==> src/rtl/enc_quad_gen_if.sv <==
// enc_quad_gen_if
//   Command channel of the quadrature generator. A command moves on a clock
//   edge where cmd_valid and cmd_ready are both high.
//
//   cmd_valid   master -> slave  command offered
//   cmd_ready   slave -> master  generator can take a command
//   cmd_period  master -> slave  quarter-cycle period in clk ticks
//   cmd_dir     master -> slave  1 = A leads B (count up), 0 = B leads A
//   cmd_edges   master -> slave  quarter-cycle edges to emit, 0 = continuous
interface enc_quad_gen_if #(
  parameter int WIDTH     = 26,
  parameter int CNT_WIDTH = 16
) ();
  logic                 cmd_valid;
  logic                 cmd_ready;
  logic [WIDTH-1:0]     cmd_period;
  logic                 cmd_dir;
  logic [CNT_WIDTH-1:0] cmd_edges;

  modport master (
    output cmd_valid,
    output cmd_period,
    output cmd_dir,
    output cmd_edges,
    input  cmd_ready
  );

  modport slave (
    input  cmd_valid,
    input  cmd_period,
    input  cmd_dir,
    input  cmd_edges,
    output cmd_ready
  );
endinterface

==> src/rtl/enc_quad_gen.sv <==
// enc_quad_gen
//   Quadrature encoder signal generator. Emits A/B waveforms with a
//   programmed quarter-cycle period, direction and edge count, and keeps a
//   signed position count of the edges it has produced. One command can be
//   buffered while another runs, so back-to-back moves join seamlessly.
//
//   clk    in   system clock
//   reset  in   asynchronous, active-low
//   cmd    if   command channel (slave modport)
//   stop   in   synchronous abort; clears the buffered command
//   a, b   out  encoder channels
//   dir    out  direction of the active command
//   busy   out  high while running
//   done   out  one-cycle pulse when a finite move finishes with nothing queued
//   pos    out  signed position, +1 per edge up, -1 per edge down, wraps
module enc_quad_gen #(
  parameter int WIDTH     = 26,
  parameter int CNT_WIDTH = 16
) (
  input  logic                clk,
  input  logic                reset,
  enc_quad_gen_if.slave       cmd,
  input  logic                stop,
  output logic                a,
  output logic                b,
  output logic                dir,
  output logic                busy,
  output logic                done,
  output logic [31:0]         pos
);

  typedef enum logic {IDLE, RUN} state_t;

  state_t               state_q, state_d;
  logic [WIDTH-1:0]     period_q, period_d;
  logic                 dir_q, dir_d;
  logic [CNT_WIDTH-1:0] remaining_q, remaining_d;
  logic [WIDTH-1:0]     timer_q, timer_d;
  logic [1:0]           phase_q, phase_d;
  logic [31:0]          pos_q, pos_d;
  logic                 done_q, done_d;
  logic                 pend_valid_q, pend_valid_d;
  logic [WIDTH-1:0]     pend_period_q, pend_period_d;
  logic                 pend_dir_q, pend_dir_d;
  logic [CNT_WIDTH-1:0] pend_edges_q, pend_edges_d;

  logic                 accept;
  logic [WIDTH-1:0]     new_period;
  logic                 src_valid;
  logic [WIDTH-1:0]     src_period;
  logic                 src_dir;
  logic [CNT_WIDTH-1:0] src_edges;
  logic                 expire;
  logic                 finite;
  logic                 last_edge;

  assign cmd.cmd_ready = !pend_valid_q && !stop;
  assign accept        = cmd.cmd_valid && cmd.cmd_ready;

  // Periods below 2 would need an edge every cycle or none at all.
  assign new_period = (cmd.cmd_period < WIDTH'(2)) ? WIDTH'(2) : cmd.cmd_period;

  // Next command to run at an edge: the buffered one, or one arriving on
  // this very edge (the slot is then empty, so it still joins seamlessly).
  assign src_valid  = pend_valid_q || accept;
  assign src_period = pend_valid_q ? pend_period_q : new_period;
  assign src_dir    = pend_valid_q ? pend_dir_q    : cmd.cmd_dir;
  assign src_edges  = pend_valid_q ? pend_edges_q  : cmd.cmd_edges;

  assign expire    = (timer_q == WIDTH'(1));
  assign finite    = (remaining_q != '0);
  assign last_edge = (remaining_q == CNT_WIDTH'(1));

  always_comb begin
    state_d       = state_q;
    period_d      = period_q;
    dir_d         = dir_q;
    remaining_d   = remaining_q;
    timer_d       = timer_q;
    phase_d       = phase_q;
    pos_d         = pos_q;
    done_d        = 1'b0;
    pend_valid_d  = pend_valid_q;
    pend_period_d = pend_period_q;
    pend_dir_d    = pend_dir_q;
    pend_edges_d  = pend_edges_q;

    unique case (state_q)
      IDLE: begin
        // From idle the command bypasses the buffer and starts at once.
        if (accept) begin
          state_d     = RUN;
          period_d    = new_period;
          dir_d       = cmd.cmd_dir;
          remaining_d = cmd.cmd_edges;
          timer_d     = new_period;
        end
      end
      RUN: begin
        if (stop) begin
          // Abort takes priority over any edge due this cycle.
          state_d      = IDLE;
          pend_valid_d = 1'b0;
        end else begin
          if (accept) begin
            pend_valid_d  = 1'b1;
            pend_period_d = new_period;
            pend_dir_d    = cmd.cmd_dir;
            pend_edges_d  = cmd.cmd_edges;
          end
          if (!expire) begin
            timer_d = timer_q - WIDTH'(1);
          end else begin
            // Edge emitted in the current direction; phase continues across
            // a swap so a reversal neither skips nor repeats a state.
            phase_d = dir_q ? phase_q + 2'd1 : phase_q - 2'd1;
            pos_d   = dir_q ? pos_q + 32'd1  : pos_q - 32'd1;
            if (src_valid && (!finite || last_edge)) begin
              period_d     = src_period;
              dir_d        = src_dir;
              remaining_d  = src_edges;
              timer_d      = src_period;
              pend_valid_d = 1'b0;
            end else if (finite && last_edge) begin
              state_d = IDLE;
              done_d  = 1'b1;
            end else begin
              timer_d = period_q;
              if (finite) begin
                remaining_d = remaining_q - CNT_WIDTH'(1);
              end
            end
          end
        end
      end
      default: state_d = IDLE;
    endcase
  end

  always_ff @(posedge clk or negedge reset) begin
    if (!reset) begin
      state_q       <= IDLE;
      period_q      <= '0;
      dir_q         <= 1'b0;
      remaining_q   <= '0;
      timer_q       <= '0;
      phase_q       <= 2'd0;
      pos_q         <= 32'd0;
      done_q        <= 1'b0;
      pend_valid_q  <= 1'b0;
      pend_period_q <= '0;
      pend_dir_q    <= 1'b0;
      pend_edges_q  <= '0;
    end else begin
      state_q       <= state_d;
      period_q      <= period_d;
      dir_q         <= dir_d;
      remaining_q   <= remaining_d;
      timer_q       <= timer_d;
      phase_q       <= phase_d;
      pos_q         <= pos_d;
      done_q        <= done_d;
      pend_valid_q  <= pend_valid_d;
      pend_period_q <= pend_period_d;
      pend_dir_q    <= pend_dir_d;
      pend_edges_q  <= pend_edges_d;
    end
  end

  // Phase map 0->00, 1->10, 2->11, 3->01 (a,b) is a Gray sequence.
  assign a    = phase_q[1] ^ phase_q[0];
  assign b    = phase_q[1];
  assign dir  = dir_q;
  assign busy = (state_q == RUN);
  assign done = done_q;
  assign pos  = pos_q;

endmodule

==> src/flat_wrapper.sv <==
// flat-port wrapper written by rule: the top's interface ports become plain ports
module enc_quad_gen_flat 
#(
  parameter int WIDTH     = 26,
  parameter int CNT_WIDTH = 16
)
  (clk, reset, stop, a, b, dir, busy, done, pos, cmd_cmd_valid, cmd_cmd_period, cmd_cmd_dir, cmd_cmd_edges, cmd_cmd_ready);
  enc_quad_gen_if #(.WIDTH(WIDTH), .CNT_WIDTH(CNT_WIDTH)) cmd_i ();
  input  logic clk;
  input  logic reset;
  input  logic stop;
  output logic a;
  output logic b;
  output logic dir;
  output logic busy;
  output logic done;
  output logic [31:0] pos;
  input wire logic [$bits(cmd_i.cmd_valid)-1:0] cmd_cmd_valid;
  input wire logic [$bits(cmd_i.cmd_period)-1:0] cmd_cmd_period;
  input wire logic [$bits(cmd_i.cmd_dir)-1:0] cmd_cmd_dir;
  input wire logic [$bits(cmd_i.cmd_edges)-1:0] cmd_cmd_edges;
  output wire logic [$bits(cmd_i.cmd_ready)-1:0] cmd_cmd_ready;
  assign cmd_i.cmd_valid = cmd_cmd_valid;
  assign cmd_i.cmd_period = cmd_cmd_period;
  assign cmd_i.cmd_dir = cmd_cmd_dir;
  assign cmd_i.cmd_edges = cmd_cmd_edges;
  assign cmd_cmd_ready = cmd_i.cmd_ready;
  enc_quad_gen #(.WIDTH(WIDTH), .CNT_WIDTH(CNT_WIDTH)) u_core (.clk(clk), .reset(reset), .cmd(cmd_i), .stop(stop), .a(a), .b(b), .dir(dir), .busy(busy), .done(done), .pos(pos));
endmodule
==> config.mk <==
export PLATFORM = sky130hd
export DESIGN_NAME = enc_quad_gen_flat
export DESIGN_NICKNAME = d
export VERILOG_FILES = /design/src/rtl/enc_quad_gen_if.sv /design/src/rtl/enc_quad_gen.sv /design/src/flat_wrapper.sv
export SDC_FILE = /design/constraint.sdc
export NUM_CORES = 1
export LEC_CHECK = 0
export CAP_MARGIN = 20
export CORE_UTILIZATION = 35
export CTS_CLUSTER_SIZE = 20
export DETAILED_ROUTE_END_ITERATION = 7
export MAX_ROUTING_LAYER = met4
export PLACE_DENSITY = 0.55
export SLEW_MARGIN = 0
export SYNTH_ARGS = -nofsm -noshare
export SYNTH_HDL_FRONTEND = slang
export SYNTH_SLANG_ARGS = --single-unit
==> constraint.sdc <==
create_clock -name clk -period 10.88 [get_ports clk]
set_input_delay 1.088 -clock clk [delete_from_list [all_inputs] [get_ports clk]]
set_output_delay 1.088 -clock clk [all_outputs]
set_load 0.01 [all_outputs]
==> implementation parameters, run 1 <==
Parameter                              Value

STA
  Min Tclk post-route    roughly 3.8 ns
  Fmax    roughly 0.27 GHz
  Final setup vio count    0
  Fin. Hold Viols    0
  Period utilization    between 30% and 40%
  Final sum of negative setup slack    0 ns
  Transition time at the pin with the least slew margin    around 1.0 ns
  Relative max-transition margin    between 30% and 40%
  Setup clock skew after layout    0.0157 ns
  Unrepaired setup endpoints after global routing    false
  Worst hold slack after final layout    just under 0.5 ns
  Max Slew Vio Count    0

Routing
  Final antenna-violating net count    0
  DRC violations left    12
  Vias per inst    ~5.4
  Total via count after detailed routing    7797
  First-pass iteration count of the detailed router    7
  Routed length per placed instance    between 15 and 20 microns
  Total wirelength of the detailed-routed design    ~24 mm
  DRC marker count from the first detailed-route iteration    447

Global route
  GR Overflow Total    0
  Vias in the first global route    around 7400
  First-pass GRT wire length    between 30 and 40 mm
  Antenna violations before repair    0
  All-layer global routing usage    around 18%
  Maximum number of pins on one net before global-route repair    a little under 80

Yosys
  Total nets after synthesis    between 1000 and 1500
  Count of warnings emitted by yosys    0
  Seq/Total Area, Yosys    39.8%
  Commonest register cell after synthesis    dfrtp_1
  Synthesized instance count    ~1000
  Register bit count reported by yosys    approximately 150
  Number of flops mapped to enable cells by yosys    0
  Cell area after synthesis    ~9400 sq um
  Synthesized area divided by synthesized cell count    8.93 sq um
  Fraction of registers with async set/reset    100%
  Number of different library cells in the post-synthesis netlist    62

Clock network
  Clock latency at the later pin of the worst-skew pair    approximately 0.43 ns
  Clock buffer count from CTS    17
  Sinks on the clock net    between 100 and 150
  Clock transition at the registers of the reported paths    ~0.07 ns
  Maximum count of clock buffers along a single path    2
  Clock tree from TritonCTS    yes
  Clock H-tree levels    4
  Number of buffers added to fix hold violations after cts    0
  Number of cells upsized or downsized after cts    0
  Count of buffers added by post-CTS timing repair for setup    0
  Cell chosen for the clock root    clkbuf_16

Setup path
  Critical Path Sink Type    flip-flop
  WP buf/inv    2
  Stage delay of the slowest cell on the critical path    0.53 ns
  Top Family by Delay on Critical Path    compound AO/OA/AOI/OAI gates
  Nature of the critical path startpoint    flip-flop
  Worst EP arrival    4.05 ns
  Worst-path maximum fanout    33
  Top cell by count, worst path    a21oi_1
  Master of the slowest instance on the critical path    o311ai_0
  Worst setup path category    reg2reg
  Required time of the worst setup path    ~11 ns
  Worst path cell trace    inv_1, buf_4, ha_1, a21oi_1, a21boi_0, o311ai_0, a21oi_1, nor3_1, o31a_1, a21oi_1, a221o_1, o21ai_0, nand3_1

Layout
  Leading cell types in the layout, fill and taps excluded    dfrtp_1, nor2_1, a21oi_1
  Share of the core filled with cells    42.5%
  Antenna fix cells    0
  Most frequent standard cell in the layout excluding fill and tap cells    dfrtp_1
  Number of nets in the finished design    ~1200
  Final-layout fill cell count    about 2700
  Final Cell Area    between 10000 and 15000 sq um
  Layout cells sized above 1    9.48%
  Layout overhead on the synthesized area    18.4%

Floorplanning
  Die Width    around 170 microns
  Die ar.    roughly 27000 sq um
  Top-level port count    85
  Die span in y    166 microns
  Initial cell density of the core    between 30% and 40%
  Row cnt    59
  Core area    ~26000 sq um

Pwr
  Worst VDD drop    about 0.000090 V
  Power per cell area    about 220 nW/um^2
  Total Power Consumption    ~2.4 mW
  P_leak    4.79 nW

Place
  Final weighted congestion of routability-driven global placement    about 0.81
  Count of buffers from port buffering    84
  Placed cell areas    about 11000 sq um
  HPWL after detailed placement    roughly 16 mm

Status
  Violations in the final reports    design-rule violations
  Status    finished, violations left

Min path
  Worst hold path type    reg2reg

Flow run
  Number of maximum-capacitance violations    0
==> stage by stage <==
step / setup WS [ns] / std cells
2_1_floorplan: 7.35 / 1049
3_3_place_gp: 7.06 / 1419
3_5_place_dp: 6.94 / 1420
4_1_cts: 7.17 / 1452
5_1_grt: 6.90 / 1453
6_report: 7.13 / 1453
==> layer usage <==
layer,global-route usage [%],up-vias,share of wire [%]
met5,-,-,0
met4,3.54,0,0.60
met3,2.96,12,3.2
met2,27.8,115,45
met1,25.3,3784,51
li1,-,3886,-
==> cell usage after synthesis (23+ instances only) <==
cell type / instances / area [sq um]
mux2_2: 46 / 518
xor2_1: 32 / 280
xnor2_1: 27 / 236
o21ai_0: 79 / 395
nor2_1: 131 / 492
a21oi_1: 125 / 626
dfrtp_1: 149 / 3730
nand2_1: 89 / 334
clkbuf_1: 38 / 143
nor3_1: 23 / 115
mux2i_1: 69 / 691
ha_1: 34 / 425
==> cells by family (layout without fill, tap and decap cells) <==
family	count (synthesis)	after routing	synth area share, %
adder cells (fa/ha/maj)	35	35	4.75
multiplexers	115	115	12.9
flip-flops	149	149	39.8
AO/OA/AOI/OAI	292	292	18.0
buffers and inverters	75	144	3.26
AND/OR/NAND/NOR	324	324	15.8
XOR/XNOR	59	59	5.52
==> worst register-to-register path, cell delays in order (launching register included) <==
cell and delay, ns:
dfrtp_1 0.45, inv_1 0.08, buf_4 0.38, ha_1 0.40, a21oi_1 0.21, a21boi_0 0.13, o311ai_0 0.54, a21oi_1 0.18
nor3_1 0.37, o31a_1 0.28, a21oi_1 0.14, a221o_1 0.32, o21ai_0 0.08, nand3_1 0.09
==> where the power goes <==
part / switching (mW) / leakage (nW) / internal, mW / total [mW]
Combinational: 0.465 / 2.72 / 0.401 / 0.866
Clock: 0.265 / 0.261 / 0.320 / 0.586
Sequential: 0.196 / 1.81 / 0.758 / 0.954
Total: 0.927 / 4.79 / 1.48 / 2.41
==> worst paths after layout <==
| kind | start | slack, ns | cells after the start | endpoint |
|---|---|---|---|---|
| max in group asynchronous | reset | 8.68 | 2 | u_core.pend_valid_q |
| setup / recovery | u_core.dir | 7.13 | 13 | u_core.pos[31] |
| min in group asynchronous | reset | 0.71 | 1 | u_core.phase_q[1] |
| setup reg to reg | u_core.dir | 7.13 | 13 | u_core.pos[31] |
| hold reg to reg | u_core.timer_q[7] | 0.48 | 2 | u_core.timer_q[7] |
| hold / removal | u_core.timer_q[7] | 0.48 | 2 | u_core.timer_q[7] |
==> sequential cells by signal (all words and copies together) (netlist names), 2 cells and up <==
name	cells
u_core.pend_edges_q	16
u_core.pos	32
u_core.remaining_q	16
u_core.period_q	26
u_core.timer_q	26
u_core.phase_q	2
u_core.pend_period_q	26
==> layout make-up <==
cell class,instances,area [sq um],area share [%]
repair buffers,95,930,8.38
well taps,335,419,3.78
multi-input cells,825,5380,48.5
flip-flops and latches,149,3730,33.6
clock buffers,17,425,3.83
clock inverters,15,148,1.33
inverters,17,63.8,0.575
(Power assumes the default switching activity.)
==> inputs of run 2 (changes only) <==
- PLACE_DENSITY: 0.55 -> 0.57
- clock period: 10.88 -> 3.4 ns (I/O delays scaled with it)
==> implementation parameters, run 2 (synthesis gave the netlist of run 1 again) <==
Parameter                              Value

Place
  HPWL after detailed placement    around 16 mm
  Count of buffers from port buffering    84
  Final weighted congestion of routability-driven global placement    approximately 0.84
  Pre-CTS setup slack    -0.0556 ns

Setup path
  Worst setup path category    reg2reg
  Nature of the critical path startpoint    flip-flop
  Worst-path maximum fanout    7
  Worst EP arrival    between 3 and 4 ns
  Critical Path Sink Type    flip-flop
  Register-to-register path setup slack    0.21 ns
  R2r startpoint    u_core.dir
  Required time of the worst setup path    around 3.7 ns
  Count of cells along the worst register-to-register path    13
  Reg-to-reg critical path endpoint    u_core.pos[26]

Clock network
  Clock H-tree levels    4
  Clock buffer count from CTS    17
  Sinks on the clock net    ~150
  Clock tree from TritonCTS    yes
  Cell chosen for the clock root    clkbuf_16
  Maximum count of clock buffers along a single path    2
  Clock transition at the registers of the reported paths    ~0.060 ns
  Clock latency at the later pin of the worst-skew pair    0.43 ns

Layout
  Layout overhead on the synthesized area    21.6%
  Most frequent standard cell in the layout excluding fill and tap cells    dfrtp_1
  Layout cells sized above 1    between 10% and 20%
  Final-layout fill cell count    roughly 2600
  Multi-input logic area    about 5400 sq um
  Number of nets in the finished design    1214
  Flip-flop count of the largest register, all copies and words added    32
  Leading cell types in the layout, fill and taps excluded    dfrtp_1, nor2_1, a21oi_1
  Antenna fix cells    0
  Register cell area after layout    3730 sq um

Routing
  DRC violations left    10
  Vias per inst    between 5 and 6
  Total wirelength of the detailed-routed design    23.3 mm
  DRC marker count from the first detailed-route iteration    around 450
  Routed length per placed instance    15.7 microns
  First-pass iteration count of the detailed router    7
  Total via count after detailed routing    between 7000 and 8000
  Final antenna-violating net count    0

Global route
  Vias in the first global route    7439
  Met2 usage in global routing    roughly 28%
  GRT met3 Usage    2.92%
  Global route hottest layer    met2
  First-pass GRT wire length    roughly 39 mm
  Antenna violations before repair    0
  GR met1 Demand/Resource    a little under a quarter
  Maximum number of pins on one net before global-route repair    between 70 and 80
  All-layer global routing usage    between 10% and 20%
  GR Overflow Total    0

STA
  Transition time at the pin with the least slew margin    ~1.1 ns
  Relative max-transition margin    between 20% and 30%
  Fmax    approximately 0.31 GHz
  Period utilization    between 90% and 100%
  Fin. Hold Viols    0
  Min Tclk post-route    around 3.2 ns
  Setup clock skew after layout    between 0.01 and 0.015 ns
  Final setup vio count    0
  Max Slew Vio Count    0
  Min setup slack post-route    between 0.2 and 0.25 ns

Floorplanning
  Die Width    166 microns
  Initial cell density of the core    between 30% and 40%
  Core area    26100 sq um
  Die ar.    about 27000 sq um
  Row cnt    just under 60
  Top-level port count    85
  Die span in y    between 150 and 200 microns

Status
  Violations in the final reports    design-rule violations
  Status    finished, violations left

Min path
  Worst Hold Path EP    u_core.timer_q[7]
  Number of cells on the worst hold path    2
  Worst hold path type    reg2reg
  Critical hold path startpoint    u_core.timer_q[7]

Pwr
  Total Power Consumption    ~8 mW
  P_leak    between 4 and 5 nW
  Power per cell area    roughly 700 nW/um^2
  Worst VDD drop    roughly 0.00037 V

Flow run
  Number of maximum-capacitance violations    0
==> run 2: cell count changes in the layout (fill, tap and decap cells not counted), sizes merged <==
| cell | previous run | this run |
|---|---|---|
| inv | 23 | 24 |
| dlygate4sd3 | 0 | 1 |
| clkinvlp | 6 | 3 |
| clkbuf | 17 | 18 |
| bufinv | 1 | 3 |
| buf | 12 | 37 |
==> run 2: worst max-delay path: stages, from the launching register on <==
cell and delay [ns]:
dfrtp_2 0.43, clkinvlp_4 0.18, buf_4 0.20, ha_1 0.39, a21o_1 0.25, a221oi_1 0.29
nor2b_1 0.14, o211ai_1 0.18, nand2b_1 0.10, a211oi_1 0.30, o31ai_1 0.11, nor2_1 0.15
xnor2_1 0.08, mux2_2 0.26
==> run 2: routing by layer <==
layer  routed length (microns)  up-vias
li1                          -     3936
met1                     11500     3775
met2                     10900      114
met3                       617       19
met4                       282        0
met5                         0        -
==> run 2: worst max path at each step <==
stage               startpoint        endpoint  slack [ns]  cells after the start
global placement    u_core.dir  u_core.pos[31]        0.06                     13
finish              u_core.dir  u_core.pos[26]        0.21                     13
floorplan           u_core.dir  u_core.pos[18]        0.07                     12
global route        u_core.dir  u_core.pos[30]       -0.01                     13
detailed placement  u_core.dir  u_core.pos[31]       -0.06                     13
CTS                 u_core.dir  u_core.pos[31]        0.09                     13
==> run 2: repair_timing <==
item,4_1_cts,5_1_grt
pin swaps,0,0
endpoints found under the hold margin,35,0
gates resized for setup,1,5
hold buffers,1,0
cloned,0,1
endpoints found under the setup margin,1,7
buffers inserted,0,4
==> run 2: per-stage QoR <==
stage | hold slack, ns | utilization (%) | TNS [ns] | instances | cell area [sq um]
2_1_floorplan | 0.0444 | - | 0 | 1049 | 9390
4_1_cts | 0.494 | 43.4 | 0 | 1475 | 11300
5_1_grt | 0.517 | 43.6 | -0.0100 | 1480 | 11400
3_3_place_gp | 0.440 | 41.0 | 0 | 1442 | 10700
3_5_place_dp | 0.448 | 41.0 | -0.0556 | 1442 | 10700
6_report | 0.498 | 43.6 | 0 | 1480 | 11400
==> run 2: area by class of cell <==
type                    instances  area share (%)
clock buffers                  18            3.77
multi-input cells             825            47.6
flip-flops and latches        149            32.7
inverters                      17           0.593
well taps                     335            3.68
repair buffers                121            9.96
clock inverters                14            1.64
repair inverters                1          0.0659
==> run 2: report_power, final <==
group | switching, mW | internal [mW]
Clock | 0.842 | 1.18
Sequential | 0.606 | 2.43
Combinational | 1.54 | 1.38
==> inputs of run 3 (changes only) <==
- CTS_CLUSTER_DIAMETER: default -> 60
==> results of run 3 <==
Same layout as run 2: the final DEF is identical, and so are final timing and power.
